`src/rtl/out_packetizer_if.sv`:
```
// rtl/out_packetizer_if.sv - output frame stream bundle for out_packetizer
//
// Signals:
//   m_data   [7:0]  frame byte (header, payload or checksum)
//   m_valid         m_data qualifier
//   m_ready         sink accepts the beat when m_valid && m_ready
//   m_last          marks the final byte of a frame
// Modports: master = packetizer side, slave = downstream sink side.
interface out_packetizer_if;
    logic [7:0] m_data;
    logic       m_valid;
    logic       m_ready;
    logic       m_last;

    modport master (
        output m_data,
        output m_valid,
        output m_last,
        input  m_ready
    );

    modport slave (
        input  m_data,
        input  m_valid,
        input  m_last,
        output m_ready
    );
endinterface

```
`src/rtl/out_packetizer.sv`:
```
// rtl/out_packetizer.sv - byte FIFO plus fixed-length frame emitter
//
// Buffers an unthrottled upstream byte stream and emits frames of
// HDR_BYTE, PKT_LEN payload bytes and (optionally) a checksum trailer.
//
// Optional feature macro: OUT_PACKETIZER_CHECKSUM_EN
//   defined   : frame = header + PKT_LEN payload + 8-bit sum of payload,
//               m_last on the checksum byte
//   undefined : frame = header + PKT_LEN payload, m_last on last payload
//
// Ports:
//   clk         system clock, rising edge
//   rst_n       asynchronous active-low reset
//   data_in     upstream byte
//   valid_in    data_in qualifier (no backpressure upstream)
//   m_if        output stream (master modport of out_packetizer_if)
//   fifo_count  FIFO occupancy
//   overflow    sticky: an input byte was dropped because the FIFO was full
//   ovf_clr     synchronous clear of overflow (a same-cycle drop wins)
module out_packetizer #(
    parameter int         DEPTH    = 16,
    parameter int         PKT_LEN  = 4,
    parameter logic [7:0] HDR_BYTE = 8'hA5
) (
    input  logic                       clk,
    input  logic                       rst_n,
    input  logic [7:0]                 data_in,
    input  logic                       valid_in,
    out_packetizer_if.master           m_if,
    output logic [$clog2(DEPTH+1)-1:0] fifo_count,
    output logic                       overflow,
    input  logic                       ovf_clr
);
    localparam int CW = $clog2(DEPTH + 1);
    localparam int AW = (DEPTH > 1) ? $clog2(DEPTH) : 1;
    localparam int BW = $clog2(PKT_LEN + 1);

    localparam logic [CW-1:0] DEPTH_C   = CW'(DEPTH);
    localparam logic [CW-1:0] PKT_LEN_C = CW'(PKT_LEN);
    localparam logic [CW-1:0] CNT_ONE   = CW'(1);
    localparam logic [AW-1:0] PTR_LAST  = AW'(DEPTH - 1);
    localparam logic [AW-1:0] PTR_ONE   = AW'(1);
    localparam logic [BW-1:0] BEAT_LEN  = BW'(PKT_LEN);
    localparam logic [BW-1:0] BEAT_ONE  = BW'(1);

    localparam logic [1:0] ST_IDLE    = 2'd0;
    localparam logic [1:0] ST_HDR     = 2'd1;
    localparam logic [1:0] ST_PAYLOAD = 2'd2;
`ifdef OUT_PACKETIZER_CHECKSUM_EN
    localparam logic [1:0] ST_CSUM    = 2'd3;
`endif

    logic [1:0]    state_q, state_d;
    logic [7:0]    mem_q [DEPTH];
    logic [AW-1:0] wr_ptr_q, wr_ptr_d;
    logic [AW-1:0] rd_ptr_q, rd_ptr_d;
    logic [CW-1:0] count_q, count_d;
    logic          ovf_q, ovf_d;
    logic [7:0]    m_data_q, m_data_d;
    logic          m_valid_q, m_valid_d;
    logic          m_last_q, m_last_d;
    logic [BW-1:0] beat_q, beat_d;
`ifdef OUT_PACKETIZER_CHECKSUM_EN
    logic [7:0]    csum_q, csum_d;
`endif

    logic       full;
    logic       push;
    logic       pop;
    logic       drop;
    logic       hs;
    logic [7:0] rd_data;

    assign hs      = m_valid_q && m_if.m_ready;
    assign rd_data = mem_q[rd_ptr_q];

    // ------------------------------------------------------------------
    // FIFO bookkeeping. A pop in the same cycle frees the slot of a full
    // FIFO, so the incoming byte is accepted instead of dropped.
    // ------------------------------------------------------------------
    always_comb begin
        full = (count_q == DEPTH_C);
        push = valid_in && (!full || pop);
        drop = valid_in && full && !pop;

        wr_ptr_d = wr_ptr_q;
        if (push) begin
            wr_ptr_d = (wr_ptr_q == PTR_LAST) ? '0 : wr_ptr_q + PTR_ONE;
        end

        rd_ptr_d = rd_ptr_q;
        if (pop) begin
            rd_ptr_d = (rd_ptr_q == PTR_LAST) ? '0 : rd_ptr_q + PTR_ONE;
        end

        count_d = count_q;
        case ({push, pop})
            2'b10:   count_d = count_q + CNT_ONE;
            2'b01:   count_d = count_q - CNT_ONE;
            default: count_d = count_q;
        endcase

        // Set has priority over clear.
        ovf_d = drop || (ovf_q && !ovf_clr);
    end

    // ------------------------------------------------------------------
    // Frame FSM. The output register is only reloaded on a handshake or
    // while empty, so beats hold stable under backpressure. A frame only
    // starts once all payload bytes are buffered, hence pops never
    // underflow.
    // ------------------------------------------------------------------
    always_comb begin
        state_d   = state_q;
        m_data_d  = m_data_q;
        m_valid_d = m_valid_q;
        m_last_d  = m_last_q;
        beat_d    = beat_q;
        pop       = 1'b0;
`ifdef OUT_PACKETIZER_CHECKSUM_EN
        csum_d    = csum_q;
`endif

        case (state_q)
            ST_IDLE: begin
                m_valid_d = 1'b0;
                m_last_d  = 1'b0;
                if (count_q >= PKT_LEN_C) begin
                    m_data_d  = HDR_BYTE;
                    m_valid_d = 1'b1;
`ifdef OUT_PACKETIZER_CHECKSUM_EN
                    csum_d    = '0;
`endif
                    state_d   = ST_HDR;
                end
            end

            ST_HDR: begin
                if (hs) begin
                    pop      = 1'b1;
                    m_data_d = rd_data;
                    beat_d   = BEAT_ONE;
`ifdef OUT_PACKETIZER_CHECKSUM_EN
                    csum_d   = rd_data;
                    m_last_d = 1'b0;
`else
                    m_last_d = (BEAT_ONE == BEAT_LEN);
`endif
                    state_d  = ST_PAYLOAD;
                end
            end

            ST_PAYLOAD: begin
                if (hs) begin
                    if (beat_q < BEAT_LEN) begin
                        pop      = 1'b1;
                        m_data_d = rd_data;
                        beat_d   = beat_q + BEAT_ONE;
`ifdef OUT_PACKETIZER_CHECKSUM_EN
                        csum_d   = csum_q + rd_data;
`else
                        m_last_d = (beat_q + BEAT_ONE == BEAT_LEN);
`endif
                    end else begin
`ifdef OUT_PACKETIZER_CHECKSUM_EN
                        m_data_d  = csum_q;
                        m_last_d  = 1'b1;
                        state_d   = ST_CSUM;
`else
                        m_valid_d = 1'b0;
                        m_last_d  = 1'b0;
                        state_d   = ST_IDLE;
`endif
                    end
                end
            end

`ifdef OUT_PACKETIZER_CHECKSUM_EN
            ST_CSUM: begin
                if (hs) begin
                    m_valid_d = 1'b0;
                    m_last_d  = 1'b0;
                    state_d   = ST_IDLE;
                end
            end
`endif

            default: begin
                m_valid_d = 1'b0;
                m_last_d  = 1'b0;
                state_d   = ST_IDLE;
            end
        endcase
    end

    // FIFO storage carries no reset; occupancy is tracked by count_q.
    always_ff @(posedge clk) begin
        if (push) begin
            mem_q[wr_ptr_q] <= data_in;
        end
    end

    always_ff @(posedge clk or negedge rst_n) begin
        if (!rst_n) begin
            state_q   <= ST_IDLE;
            wr_ptr_q  <= '0;
            rd_ptr_q  <= '0;
            count_q   <= '0;
            ovf_q     <= 1'b0;
            m_data_q  <= '0;
            m_valid_q <= 1'b0;
            m_last_q  <= 1'b0;
            beat_q    <= '0;
`ifdef OUT_PACKETIZER_CHECKSUM_EN
            csum_q    <= '0;
`endif
        end else begin
            state_q   <= state_d;
            wr_ptr_q  <= wr_ptr_d;
            rd_ptr_q  <= rd_ptr_d;
            count_q   <= count_d;
            ovf_q     <= ovf_d;
            m_data_q  <= m_data_d;
            m_valid_q <= m_valid_d;
            m_last_q  <= m_last_d;
            beat_q    <= beat_d;
`ifdef OUT_PACKETIZER_CHECKSUM_EN
            csum_q    <= csum_d;
`endif
        end
    end

    assign m_if.m_data  = m_data_q;
    assign m_if.m_valid = m_valid_q;
    assign m_if.m_last  = m_last_q;
    assign fifo_count   = count_q;
    assign overflow     = ovf_q;

endmodule

```
`src/flat_wrapper.sv`:
```
// flat-port wrapper written by rule: the top's interface ports become plain ports
module out_packetizer_flat 
#(
    parameter int         DEPTH    = 16,
    parameter int         PKT_LEN  = 4,
    parameter logic [7:0] HDR_BYTE = 8'hA5
)
  (clk, rst_n, data_in, valid_in, fifo_count, overflow, ovf_clr, m_if_m_data, m_if_m_valid, m_if_m_last, m_if_m_ready);
  out_packetizer_if m_if_i ();
  input  logic clk;
  input  logic rst_n;
  input  logic [7:0] data_in;
  input  logic valid_in;
  output logic [$clog2(DEPTH+1)-1:0] fifo_count;
  output logic overflow;
  input  logic ovf_clr;
  output wire logic [$bits(m_if_i.m_data)-1:0] m_if_m_data;
  output wire logic [$bits(m_if_i.m_valid)-1:0] m_if_m_valid;
  output wire logic [$bits(m_if_i.m_last)-1:0] m_if_m_last;
  input wire logic [$bits(m_if_i.m_ready)-1:0] m_if_m_ready;
  assign m_if_m_data = m_if_i.m_data;
  assign m_if_m_valid = m_if_i.m_valid;
  assign m_if_m_last = m_if_i.m_last;
  assign m_if_i.m_ready = m_if_m_ready;
  out_packetizer #(.DEPTH(DEPTH), .PKT_LEN(PKT_LEN), .HDR_BYTE(HDR_BYTE)) u_core (.clk(clk), .rst_n(rst_n), .data_in(data_in), .valid_in(valid_in), .m_if(m_if_i), .fifo_count(fifo_count), .overflow(overflow), .ovf_clr(ovf_clr));
endmodule
```
`config.mk`:
```
export PLATFORM = sky130hd
export DESIGN_NAME = out_packetizer_flat
export DESIGN_NICKNAME = d
export VERILOG_FILES = /design/src/rtl/out_packetizer_if.sv /design/src/rtl/out_packetizer.sv /design/src/flat_wrapper.sv
export SDC_FILE = /design/constraint.sdc
export NUM_CORES = 1
export LEC_CHECK = 0
export CAP_MARGIN = 15
export CORE_ASPECT_RATIO = 1.4
export CORE_UTILIZATION = 55
export CTS_CLUSTER_DIAMETER = 30
export CTS_CLUSTER_SIZE = 24
export DETAILED_ROUTE_END_ITERATION = 12
export HOLD_SLACK_MARGIN = 0.1
export PLACE_DENSITY = 0.76
export SLEW_MARGIN = 20
export SYNTH_ARGS = -nofsm -noshare
export SYNTH_HDL_FRONTEND = slang
export SYNTH_SLANG_ARGS = --single-unit
```
`constraint.sdc`:
```
create_clock -name clk -period 6.89 [get_ports clk]
set_input_delay 1.378 -clock clk [delete_from_list [all_inputs] [get_ports clk]]
set_output_delay 1.378 -clock clk [all_outputs]
set_load 0.02 [all_outputs]
```
==> Word-level counts from Yosys, hierarchy flattened <==
Memory sizes are Yosys's and may differ from the RTL's.
Cells that the tools add are included.
{ "word_totals": {"register_bits": 29, "latchBits": 0, "ram_bits": 128, "rom_bits": 0, "in_bits": 13, "out_inout_bits": 16, "wordCells": 81, "memories": 1} }
{ "memory_table": {"columns": ["name", "words", "word_bits", "rd", "rd_ports_with_merged_regs", "write_ports", "line", "source"], "rows": [
  ["u_core.mem_q", 16, 8, 1, 0, 1, "out_packetizer.sv:54", "logic [7:0] mem_q [DEPTH];"]
]} }
{ "classes": {"addsub": 5, "multipliers": 0, "n_div": 0, "magnitude_cmp": 2, "eq_ne": 13, "shifts": 0, "n_mux": 31, "bitwise_logic": 1, "n_reduce_logical": 19} }
{ "ops": {"columns": ["op", "count"], "rows": [
  ["two-way mux 8 bit", 4],
  ["one-hot mux 8 bit (3 select lines)", 1],
  ["two-way mux 1 bit", 11],
  ["one-hot mux 5 bit (2 select lines)", 1],
  ["two-way mux 3 bit", 3],
  ["adder 4 x 1 -> 4 bit (second input constant)", 2],
  ["== test 4 bit (second input constant)", 2],
  ["two-way mux 2 bit", 4],
  ["two-way mux 4 bit", 2],
  ["!= test 2 x 1 -> 1 bit (second input constant)", 4],
  ["AND reduction 4 bit", 2],
  ["one-hot mux 2 bit (3 select lines)", 1],
  ["one-hot mux 3 bit (2 select lines)", 1],
  ["adder 5 x 1 -> 5 bit (second input constant)", 1],
  ["== test 5 bit (second input constant)", 1],
  [">= comparator 5 x 3 -> 1 bit (second input constant)", 1],
  ["logical AND 1 bit", 5],
  ["AND reduction 5 bit", 1],
  ["subtractor 5 x 1 -> 5 bit (second input constant)", 1],
  ["== test 2 x 1 -> 1 bit (second input constant)", 2],
  ["== test 2 bit (second input constant)", 2],
  ["one-hot mux 1 bit (2 select lines)", 2],
  ["nonzero test 2 bit", 2],
  ["adder 3 x 1 -> 3 bit (second input constant)", 1],
  ["11 further kinds", 14]
]} }

==> Logic depth before layout (Yosys ltp) <==
Gate-level depths: netlist of run 1.
{ "depth": {"ltp_word": 8, "mapped_depth": 11, "ltp_nobuf": 10} }

==> Worst setup path before layout of run 1 <==
Ideal clock, no wire load.
{ "synth_timing": {"path_type": "input to register", "start": "input port m_if_m_ready", "end": "memory u_core.mem_q[3][0] (enable)", "setup_ns": 0.383, "t_arrival_ns": 2.873, "required_ns": 6.507, "setup_slack_ns": 3.634, "cell_stages": 5, "n_path_buf": 0, "path_cell_list": "nand3_1 a21oi_1 o21a_1 nand2_1 nor3_1"} }
{ "synth_via": {"elab_chain_len": 7, "elab_cells_between_ends": 8, "cone_classes": "mux (5); reduce/logical (3)"} }
{ "synth_lines": {"columns": ["element", "line", "source"], "rows": [
  ["from (decl)", "flat_wrapper.sv:20", "input wire logic [$bits(m_if_i.m_ready)-1:0] m_if_m_ready;"],
  ["logical AND 1 bit (*)", "out_packetizer.sv:74", "assign hs = m_valid_q && m_if.m_ready;"],
  ["two-way mux 1 bit, on equally long branches", "out_packetizer.sv:154, out_packetizer.sv:139", null],
  ["one-hot mux 1 bit (2 select lines) (*)", "out_packetizer.sv:124", "case (state_q)"],
  ["logical OR 1 bit (*)", "out_packetizer.sv:83", "push = valid_in && (!full || pop);"],
  ["logical AND 1 bit (*)", "out_packetizer.sv:83", null],
  ["two-way mux 1 bit (*)", "out_packetizer.sv:198", "if (push) begin"],
  ["two-way mux 1 bit (not written as such) (*)", "out_packetizer.sv:199", "mem_q[wr_ptr_q] <= data_in;"],
  ["to (decl)", "out_packetizer.sv:54", null]
]} }
Mark *: on every way between the ends. The rest lies on a longest branch, timed or not.

==> Worst setup path after layout of run 1 <==
{ "layout_timing": {"start": "input port m_if_m_ready", "end": "memory u_core.mem_q[3][4] (enable)"} }
Same word-level chain as after synthesis.

==> metrics.txt, run 1 <==
# TYPE chip_impl_metric gauge
chip_impl_metric{name="chipWidth",unit="um"} 94.08
chip_impl_metric{name="gp_routability_congestion",unit=""} 0.7679
chip_impl_metric{name="syn_area_per_cell",unit="um^2"} 16.66
chip_impl_metric{name="post_syn_instances",unit=""} 392
chip_impl_metric{name="place_worst_setup_slack",unit="ps"} 2529
chip_impl_metric{name="placementRows",unit=""} 46
chip_impl_metric{name="initialDrtViolationCount",unit=""} 392
chip_impl_metric{name="grt_max_degree",unit=""} 38
chip_impl_metric{name="drt-pass1-iter-count",unit=""} 5
chip_impl_metric{name="non_filler_cells_final",unit=""} 582
chip_impl_info{name="clk_root_buffer_cell",value="clkbuf_16"} 1
chip_impl_metric{name="syn-num-nets",unit=""} 418
chip_impl_metric{name="report.final.slew_viol_count",unit=""} 0
chip_impl_info{name="yosysTopAreaCell",value="edfxtp_1"} 1
chip_impl_info{name="synth_top_cells_by_area",value="edfxtp_1, dfrtp_1, mux4_2"} 1
chip_impl_info{name="crit_path_end_kind",value="flop"} 1
chip_impl_metric{name="num_vias",unit=""} 3712
chip_impl_metric{name="worst_slew_pin_slew",unit="ps"} 1125
chip_impl_metric{name="worst_ir_drop_vdd",unit="V"} 0.0002890
chip_impl_info{name="timing.critical_path.from_type",value="input port"} 1
chip_impl_metric{name="ioPinCount",unit=""} 29
chip_impl_metric{name="finalCritPeriodShare",unit="%"} 56.90
chip_impl_info{name="outcome",value="completed"} 1
chip_impl_metric{name="routed_wire_length_per_instance",unit="um"} 24.15
chip_impl_metric{name="die_height",unit="um"} 130.9
chip_impl_metric{name="synth.cell_area",unit="um^2"} 6529
chip_impl_metric{name="port_buffers",unit=""} 28
chip_impl_metric{name="report.final.setup_viol",unit=""} 0
chip_impl_metric{name="synth.lib_cells_used.distinct",unit=""} 49
chip_impl_metric{name="cts_resized",unit=""} 0
chip_impl_metric{name="layout_min_cycle_time",unit="ps"} 3920
chip_impl_info{name="tritoncts",value="yes"} 1
chip_impl_metric{name="via_per_inst",unit=""} 6.378
chip_impl_metric{name="post_cts_setup_buffer_count",unit=""} 0
chip_impl_metric{name="layout-drive-gt1-share",unit="%"} 16.89
chip_impl_metric{name="clock_tree.htree_level_count",unit=""} 4
chip_impl_metric{name="worst_ep_required_time",unit="ps"} 6920
chip_impl_info{name="rsz0062_at_grt",value="false"} 1
chip_impl_metric{name="totalNegativeSetupSlack",unit="ps"} 0
chip_impl_metric{name="design.final.nets",unit=""} 451
chip_impl_metric{name="effective_utilization_at_floorplan",unit="%"} 57.00
chip_impl_metric{name="clk_latency_worst_skew_pair",unit="ps"} 420
chip_impl_metric{name="globalRouteTotalUtil",unit="%"} 24.97
chip_impl_metric{name="max_freq",unit="GHz"} 0.2551
chip_impl_metric{name="grt_overflow",unit=""} 0
chip_impl_metric{name="first_global_vias",unit=""} 3711
chip_impl_metric{name="synth_edf_count",unit=""} 128
chip_impl_metric{name="drc",unit=""} 0
chip_impl_metric{name="detail-route-antenna-nets",unit=""} 0
chip_impl_metric{name="whs",unit="ps"} 477.8
chip_impl_metric{name="cts_buffers",unit=""} 17
chip_impl_metric{name="p_per_area",unit="nW/um^2"} 431.3
chip_impl_metric{name="layout.filler_cells",unit=""} 761
chip_impl_metric{name="worstPathArrival",unit="ps"} 3950
chip_impl_metric{name="detailed_place_hpwl",unit="mm"} 9.105
chip_impl_info{name="post-synth-top-count-cell",value="edfxtp_1"} 1
chip_impl_metric{name="finalWorstSetupSlack",unit="ps"} 2970
chip_impl_metric{name="clk_path_buf_depth",unit=""} 2
chip_impl_metric{name="sequential_fraction_of_the_synthesis_area",unit="%"} 69.99
chip_impl_metric{name="place_inst",unit=""} 550
chip_impl_metric{name="synth_top_cell_area_share",unit="%"} 58.87
chip_impl_info{name="timing.hold.worst.class",value="reg2reg"} 1
chip_impl_metric{name="number_of_hold_buffers_added_after_cts",unit=""} 0
chip_impl_metric{name="hold_violations",unit=""} 0
chip_impl_metric{name="insertedDiodeCount",unit=""} 0
chip_impl_metric{name="maximum_net_fanout_on_the_critical_path",unit=""} 8
chip_impl_metric{name="yosys_register_bits",unit=""} 157
chip_impl_metric{name="floorplan.core_area",unit="um^2"} 11450
chip_impl_metric{name="die_area",unit="um^2"} 12320
chip_impl_metric{name="post-layout-total-power",unit="mW"} 3.227
chip_impl_metric{name="area.growth.synth_to_final",unit="%"} 14.62
chip_impl_metric{name="leakage",unit="nW"} 2.531
chip_impl_info{name="synth_common_cells",value="edfxtp_1, nand2_1, dfrtp_1"} 1
chip_impl_metric{name="cap_violations",unit=""} 0
chip_impl_metric{name="wl",unit="mm"} 14.06
chip_impl_metric{name="slew_headroom",unit="%"} 24.45
chip_impl_info{name="timing_worst_setup_path_type",value="in2reg"} 1
chip_impl_info{name="synth-main-ff-cell",value="edfxtp_1"} 1
chip_impl_metric{name="postSynth.asyncResetShare",unit="%"} 18.47
chip_impl_metric{name="grt_pass1_wl",unit="mm"} 21.60
chip_impl_metric{name="grt_antenna_before_repair",unit=""} 0
chip_impl_metric{name="fin_worst_skew",unit="ps"} 8.973
chip_impl_metric{name="yosysWarnings",unit=""} 0
chip_impl_metric{name="cts.sink_count",unit=""} 157
chip_impl_metric{name="clk_pin_slew_worst_paths",unit="ps"} 60
## final timing paths
path | to | startpoint | depth (start not counted) | slack [ps]
worst max-delay path | u_core.mem_q[3][4]$_DFFE_PP_ | m_if_m_ready | 6 | 2970
max in group asynchronous | u_core.wr_ptr_q[2]$_DFFE_PN0P_ | rst_n | 2 | 5230
min in group asynchronous | u_core.fifo_count[4]$_DFFE_PN0P_ | rst_n | 2 | 1360
worst min-delay path | u_core.m_if.m_last$_DFFE_PN0P_ | u_core.m_if.m_last$_DFFE_PN0P_ | 2 | 480
worst max register to register | u_core.mem_q[3][4]$_DFFE_PP_ | u_core.state_q[0]$_DFFE_PN0P_ | 7 | 3680
worst min register to register | u_core.m_if.m_last$_DFFE_PN0P_ | u_core.m_if.m_last$_DFFE_PN0P_ | 2 | 480
## flip-flops by register name, summed over array words and instances (netlist names)
signal	count
u_core.beat_q	3
u_core.fifo_count	5
u_core.m_if.m_data	8
u_core.m_if.m_last	1
u_core.m_if.m_valid	1
u_core.mem_q	128
u_core.overflow	1
u_core.rd_ptr_q	4
u_core.state_q	2
u_core.wr_ptr_q	4
## power breakdown
group          internal [mW]  total [mW]  switching (mW)  leakage, nW
combinational          0.453        1.04           0.587        0.756
sequential              1.17        1.28           0.113         1.51
clock                  0.533       0.906           0.372        0.269
## final cells by class
type | count | area, um^2 | share of cell area, %
sequential | 157 | 4569 | 61.06
multi-input combinational | 211 | 1829 | 24.44
clock buffer | 18 | 429.2 | 5.735
timing repair buffer | 32 | 310.3 | 4.146
tap | 144 | 180.2 | 2.408
clock inverter | 14 | 142.6 | 1.906
inverter | 6 | 22.52 | 0.3010
## stage by stage
| step | util [%] | cell area [um^2] |
|---|---|---|
| after CTS | 65.29 | 7478 |
| after global placement | 60.30 | 6907 |
| after floorplan | - | 6529 |
| final | 65.34 | 7483 |
| after global routing | 65.34 | 7483 |
| after detailed placement | 60.30 | 6907 |
## metal layers
| layer | track usage [%] | part of all wire [%] | up-vias |
|---|---|---|---|
| met3 | 3.877 | 6.2 | 28 |
| met5 | 0 | 0 | - |
| met1 | 32.33 | 39 | 1890 |
| met4 | 11.13 | 2.7 | 0 |
| met2 | 41.95 | 52 | 193 |
| li1 | - | - | 1601 |
## worst max-delay path, cell delays in order
cell	delay [ps]
clkdlybuf4s50_1	540
nand3_1	180
a21oi_1	380
o21a_1	330
nand2_1	230
nor3_1	910
## kinds of logic after synthesis
kind of cell / count (synthesis) / share of synthesized area [%]
DFF: 157 / 69.99
muxes: 38 / 11.35
AOI/OAI and AO/OA: 62 / 6.669
buffers and inverters: 24 / 2.070
and+or+nand+nor: 92 / 6.631
xor gates and xnor gates: 6 / 0.8049
adders and majority gates: 13 / 2.491
## cells in the final DEF (no fill, tap or decap), drive strengths merged, types with 4 or more instances in the layout
cell	instances
edfxtp	128
nand2	32
dfrtp	29
mux4	28
clkdlybuf4s50	28
nor2	23
clkbuf	18
o21ai	13
ha	13
a21oi	12
nand3	11
inv	10
nor2b	6
a22oi	5
a22o	5
mux2i	5
a311oi	5
nand2b	5
nor3	5
mux2	5
a211oi	5
a31oi	4
xnor2	4
clkinvlp	4
buf	4
clkinv	4
No activity file was read; power rests on OpenSTA's default activity.
==> run 2: changes to the inputs <==
--- a/config.mk
+++ b/config.mk
@@ -7,12 +7,12 @@
 export LEC_CHECK = 0
 export CAP_MARGIN = 15
 export CORE_ASPECT_RATIO = 1.4
-export CORE_UTILIZATION = 55
+export CORE_UTILIZATION = 54
 export CTS_CLUSTER_DIAMETER = 30
 export CTS_CLUSTER_SIZE = 24
 export DETAILED_ROUTE_END_ITERATION = 12
 export HOLD_SLACK_MARGIN = 0.1
-export PLACE_DENSITY = 0.76
+export PLACE_DENSITY = 0.78
 export SLEW_MARGIN = 20
 export SYNTH_ARGS = -nofsm -noshare
 export SYNTH_HDL_FRONTEND = slang
==> constraint.sdc (replaced) <==
create_clock -name clk -period 3.51 [get_ports clk]
set_input_delay 0.702 -clock clk [delete_from_list [all_inputs] [get_ports clk]]
set_output_delay 0.702 -clock clk [all_outputs]
set_load 0.02 [all_outputs]
==> run 2 against run 1 <==
Against the previous run: core utilization is 0.64 points lower; die area grew 1.8%; wire length shrank 8.3%; via count down 2.6%; sequential cell count unchanged; register-to-register slack worse by 2800 ps; combinational power up 88%; critical path depth grew 1; critical path type unchanged; largest power group unchanged.
==> metrics.txt, run 2 (synthesis results as in run 1) <==
# TYPE chip_impl_metric gauge
chip_impl_info{name="outcome",value="completed"} 1
chip_impl_metric{name="placementRows",unit=""} 47
chip_impl_metric{name="post_cts_setup_buffer_count",unit=""} 0
chip_impl_metric{name="worst_ir_drop_vdd",unit="V"} 0.0004429
chip_impl_metric{name="die_height",unit="um"} 132.1
chip_impl_metric{name="port_buffers",unit=""} 28
chip_impl_metric{name="via_per_inst",unit=""} 5.983
chip_impl_metric{name="drt-pass1-iter-count",unit=""} 4
chip_impl_metric{name="maximum_net_fanout_on_the_critical_path",unit=""} 8
chip_impl_metric{name="die_area",unit="um^2"} 12540
chip_impl_metric{name="grt_max_degree",unit=""} 30
chip_impl_metric{name="p_per_area",unit="nW/um^2"} 835.6
chip_impl_metric{name="design.final.nets",unit=""} 470
chip_impl_metric{name="wl",unit="mm"} 12.89
chip_impl_metric{name="grt_overflow",unit=""} 0
chip_impl_info{name="whs_endpoint",value="u_core.m_if.m_last$_DFFE_PN0P_"} 1
chip_impl_metric{name="grt_antenna_before_repair",unit=""} 0
chip_impl_metric{name="area.growth.synth_to_final",unit="%"} 17.13
chip_impl_metric{name="first_global_vias",unit=""} 3650
chip_impl_metric{name="globalRouteTotalUtil",unit="%"} 22.47
chip_impl_metric{name="clk_pin_slew_worst_paths",unit="ps"} 60
chip_impl_info{name="rsz0062_at_grt",value="false"} 1
chip_impl_info{name="timing.critical_path.from_type",value="input port"} 1
chip_impl_metric{name="totalNegativeSetupSlack",unit="ps"} 0
chip_impl_metric{name="layout-drive-gt1-share",unit="%"} 19.91
chip_impl_info{name="clk_root_buffer_cell",value="clkbuf_16"} 1
chip_impl_metric{name="report.final.setup_viol",unit=""} 0
chip_impl_metric{name="routed_wire_length_per_instance",unit="um"} 21.34
chip_impl_info{name="tritoncts",value="yes"} 1
chip_impl_metric{name="cts_resized",unit=""} 0
chip_impl_metric{name="worst_slew_pin_slew",unit="ps"} 874.1
chip_impl_metric{name="setup_slack_of_the_worst_register_to_register_path",unit="ps"} 870
chip_impl_metric{name="cts.sink_count",unit=""} 157
chip_impl_metric{name="ioPinCount",unit=""} 29
chip_impl_metric{name="max_freq",unit="GHz"} 0.3751
chip_impl_metric{name="chipWidth",unit="um"} 94.93
chip_impl_metric{name="clk_path_buf_depth",unit=""} 2
chip_impl_metric{name="grt_pass1_wl",unit="mm"} 19.82
chip_impl_metric{name="floorplan.core_area",unit="um^2"} 11820
chip_impl_info{name="reg2reg_from",value="u_core.state_q[0]$_DFFE_PN0P_"} 1
chip_impl_metric{name="hold_violations",unit=""} 0
chip_impl_metric{name="min_path_cells",unit=""} 2
chip_impl_metric{name="leakage",unit="nW"} 2.635
chip_impl_metric{name="finalCritPeriodShare",unit="%"} 75.95
chip_impl_metric{name="detail-route-antenna-nets",unit=""} 0
chip_impl_metric{name="layout_min_cycle_time",unit="ps"} 2666
chip_impl_metric{name="final_core_utilization",unit="%"} 64.70
chip_impl_metric{name="cap_violations",unit=""} 0
chip_impl_metric{name="gp_routability_congestion",unit=""} 0.8473
chip_impl_metric{name="worstPathArrival",unit="ps"} 2780
chip_impl_metric{name="number_of_hold_buffers_added_after_cts",unit=""} 0
chip_impl_metric{name="slew_headroom",unit="%"} 41.73
chip_impl_metric{name="report.final.slew_viol_count",unit=""} 0
chip_impl_info{name="timing.hold.worst.class",value="reg2reg"} 1
chip_impl_info{name="registers.top_by_ff_count",value="u_core.mem_q"} 1
chip_impl_metric{name="clk_latency_worst_skew_pair",unit="ps"} 410
chip_impl_metric{name="insertedDiodeCount",unit=""} 0
chip_impl_info{name="final_common_cell",value="edfxtp_1"} 1
chip_impl_metric{name="drc",unit=""} 0
chip_impl_metric{name="num_vias",unit=""} 3614
chip_impl_info{name="timing_worst_setup_path_type",value="in2reg"} 1
chip_impl_metric{name="initialDrtViolationCount",unit=""} 205
chip_impl_metric{name="clock_tree.htree_level_count",unit=""} 4
chip_impl_info{name="layout.cells.most_common_list",value="edfxtp_1, nand2_1, dfrtp_1"} 1
chip_impl_metric{name="fin_worst_skew",unit="ps"} 9.086
chip_impl_info{name="crit_path_end_kind",value="flop"} 1
chip_impl_metric{name="largest_register_ff_count",unit=""} 128
chip_impl_metric{name="detailed_place_hpwl",unit="mm"} 8.380
chip_impl_info{name="rr_endpoint",value="u_core.mem_q[3][0]$_DFFE_PP_"} 1
chip_impl_metric{name="cts_buffers",unit=""} 17
chip_impl_info{name="beginning_of_the_worst_hold_path",value="u_core.m_if.m_last$_DFFE_PN0P_"} 1
chip_impl_metric{name="effective_utilization_at_floorplan",unit="%"} 55.23
chip_impl_metric{name="worst_ep_required_time",unit="ps"} 3620
chip_impl_metric{name="rr_worst_depth",unit=""} 8
run 2: final cells by class:
cell class                      count  area (um^2)
Clock buffer                       17        425.4
Clock inverter                     15        168.9
Fill cell                         795         4173
Inverter                            6        22.52
Multi-Input combinational cell    211         1824
Sequential cell                   157         4569
Tap cell                          147        183.9
Timing Repair Buffer               51        452.9
run 2: metrics by stage:
stage | setup slack, ps | cells | hold WS (ps) | cell area, um^2 | total power [mW]
after floorplan | 908.7 | 392 | 406.4 | 6529 | 3.989
after global placement | 548.2 | 572 | 462.6 | 7053 | 4.506
after detailed placement | 438.4 | 572 | 482.4 | 7053 | 4.591
after CTS | 854.2 | 604 | 497.1 | 7647 | 6.430
after global routing | 663.9 | 604 | 518.1 | 7647 | 6.698
final | 844.3 | 604 | 487.9 | 7647 | 6.390
run 2: worst max-delay path, cell delays in order:
cell and delay (ps):
clkdlybuf4s50_1 530, nand3_1 180, a21oi_1 430, o21a_1 350
nand2_1 200, nor3_1 170, buf_4 210
run 2: power breakdown:
group	internal (mW)	switching [mW]
sequential	2.29	0.319
clock	1.11	0.714
combinational	0.936	1.02
total	4.34	2.05
run 2: routing by layer:
metal | vias to the layer above | global-route usage, % | routed length (um)
li1 | 1633 | - | -
met1 | 1836 | 26.49 | 4893
met2 | 118 | 37.85 | 6823
met3 | 27 | 4.787 | 618
met4 | 0 | 12.21 | 554
met5 | - | 0 | 0
run 2: worst max path at each step:
stage	startpoint	endpoint	slack, ps	cells past startpoint
after floorplan	u_core.state_q[0]$_DFFE_PN0P_	u_core.mem_q[3][0]$_DFFE_PP_	910	7
after global placement	m_if_m_ready	u_core.fifo_count[4]$_DFFE_PN0P_	550	9
after detailed placement	m_if_m_ready	u_core.mem_q[3][4]$_DFFE_PP_	440	7
after CTS	u_core.state_q[0]$_DFFE_PN0P_	u_core.mem_q[3][5]$_DFFE_PP_	850	8
after global routing	u_core.state_q[0]$_DFFE_PN0P_	u_core.mem_q[3][0]$_DFFE_PP_	660	8
final	m_if_m_ready	u_core.mem_q[3][0]$_DFFE_PP_	840	7
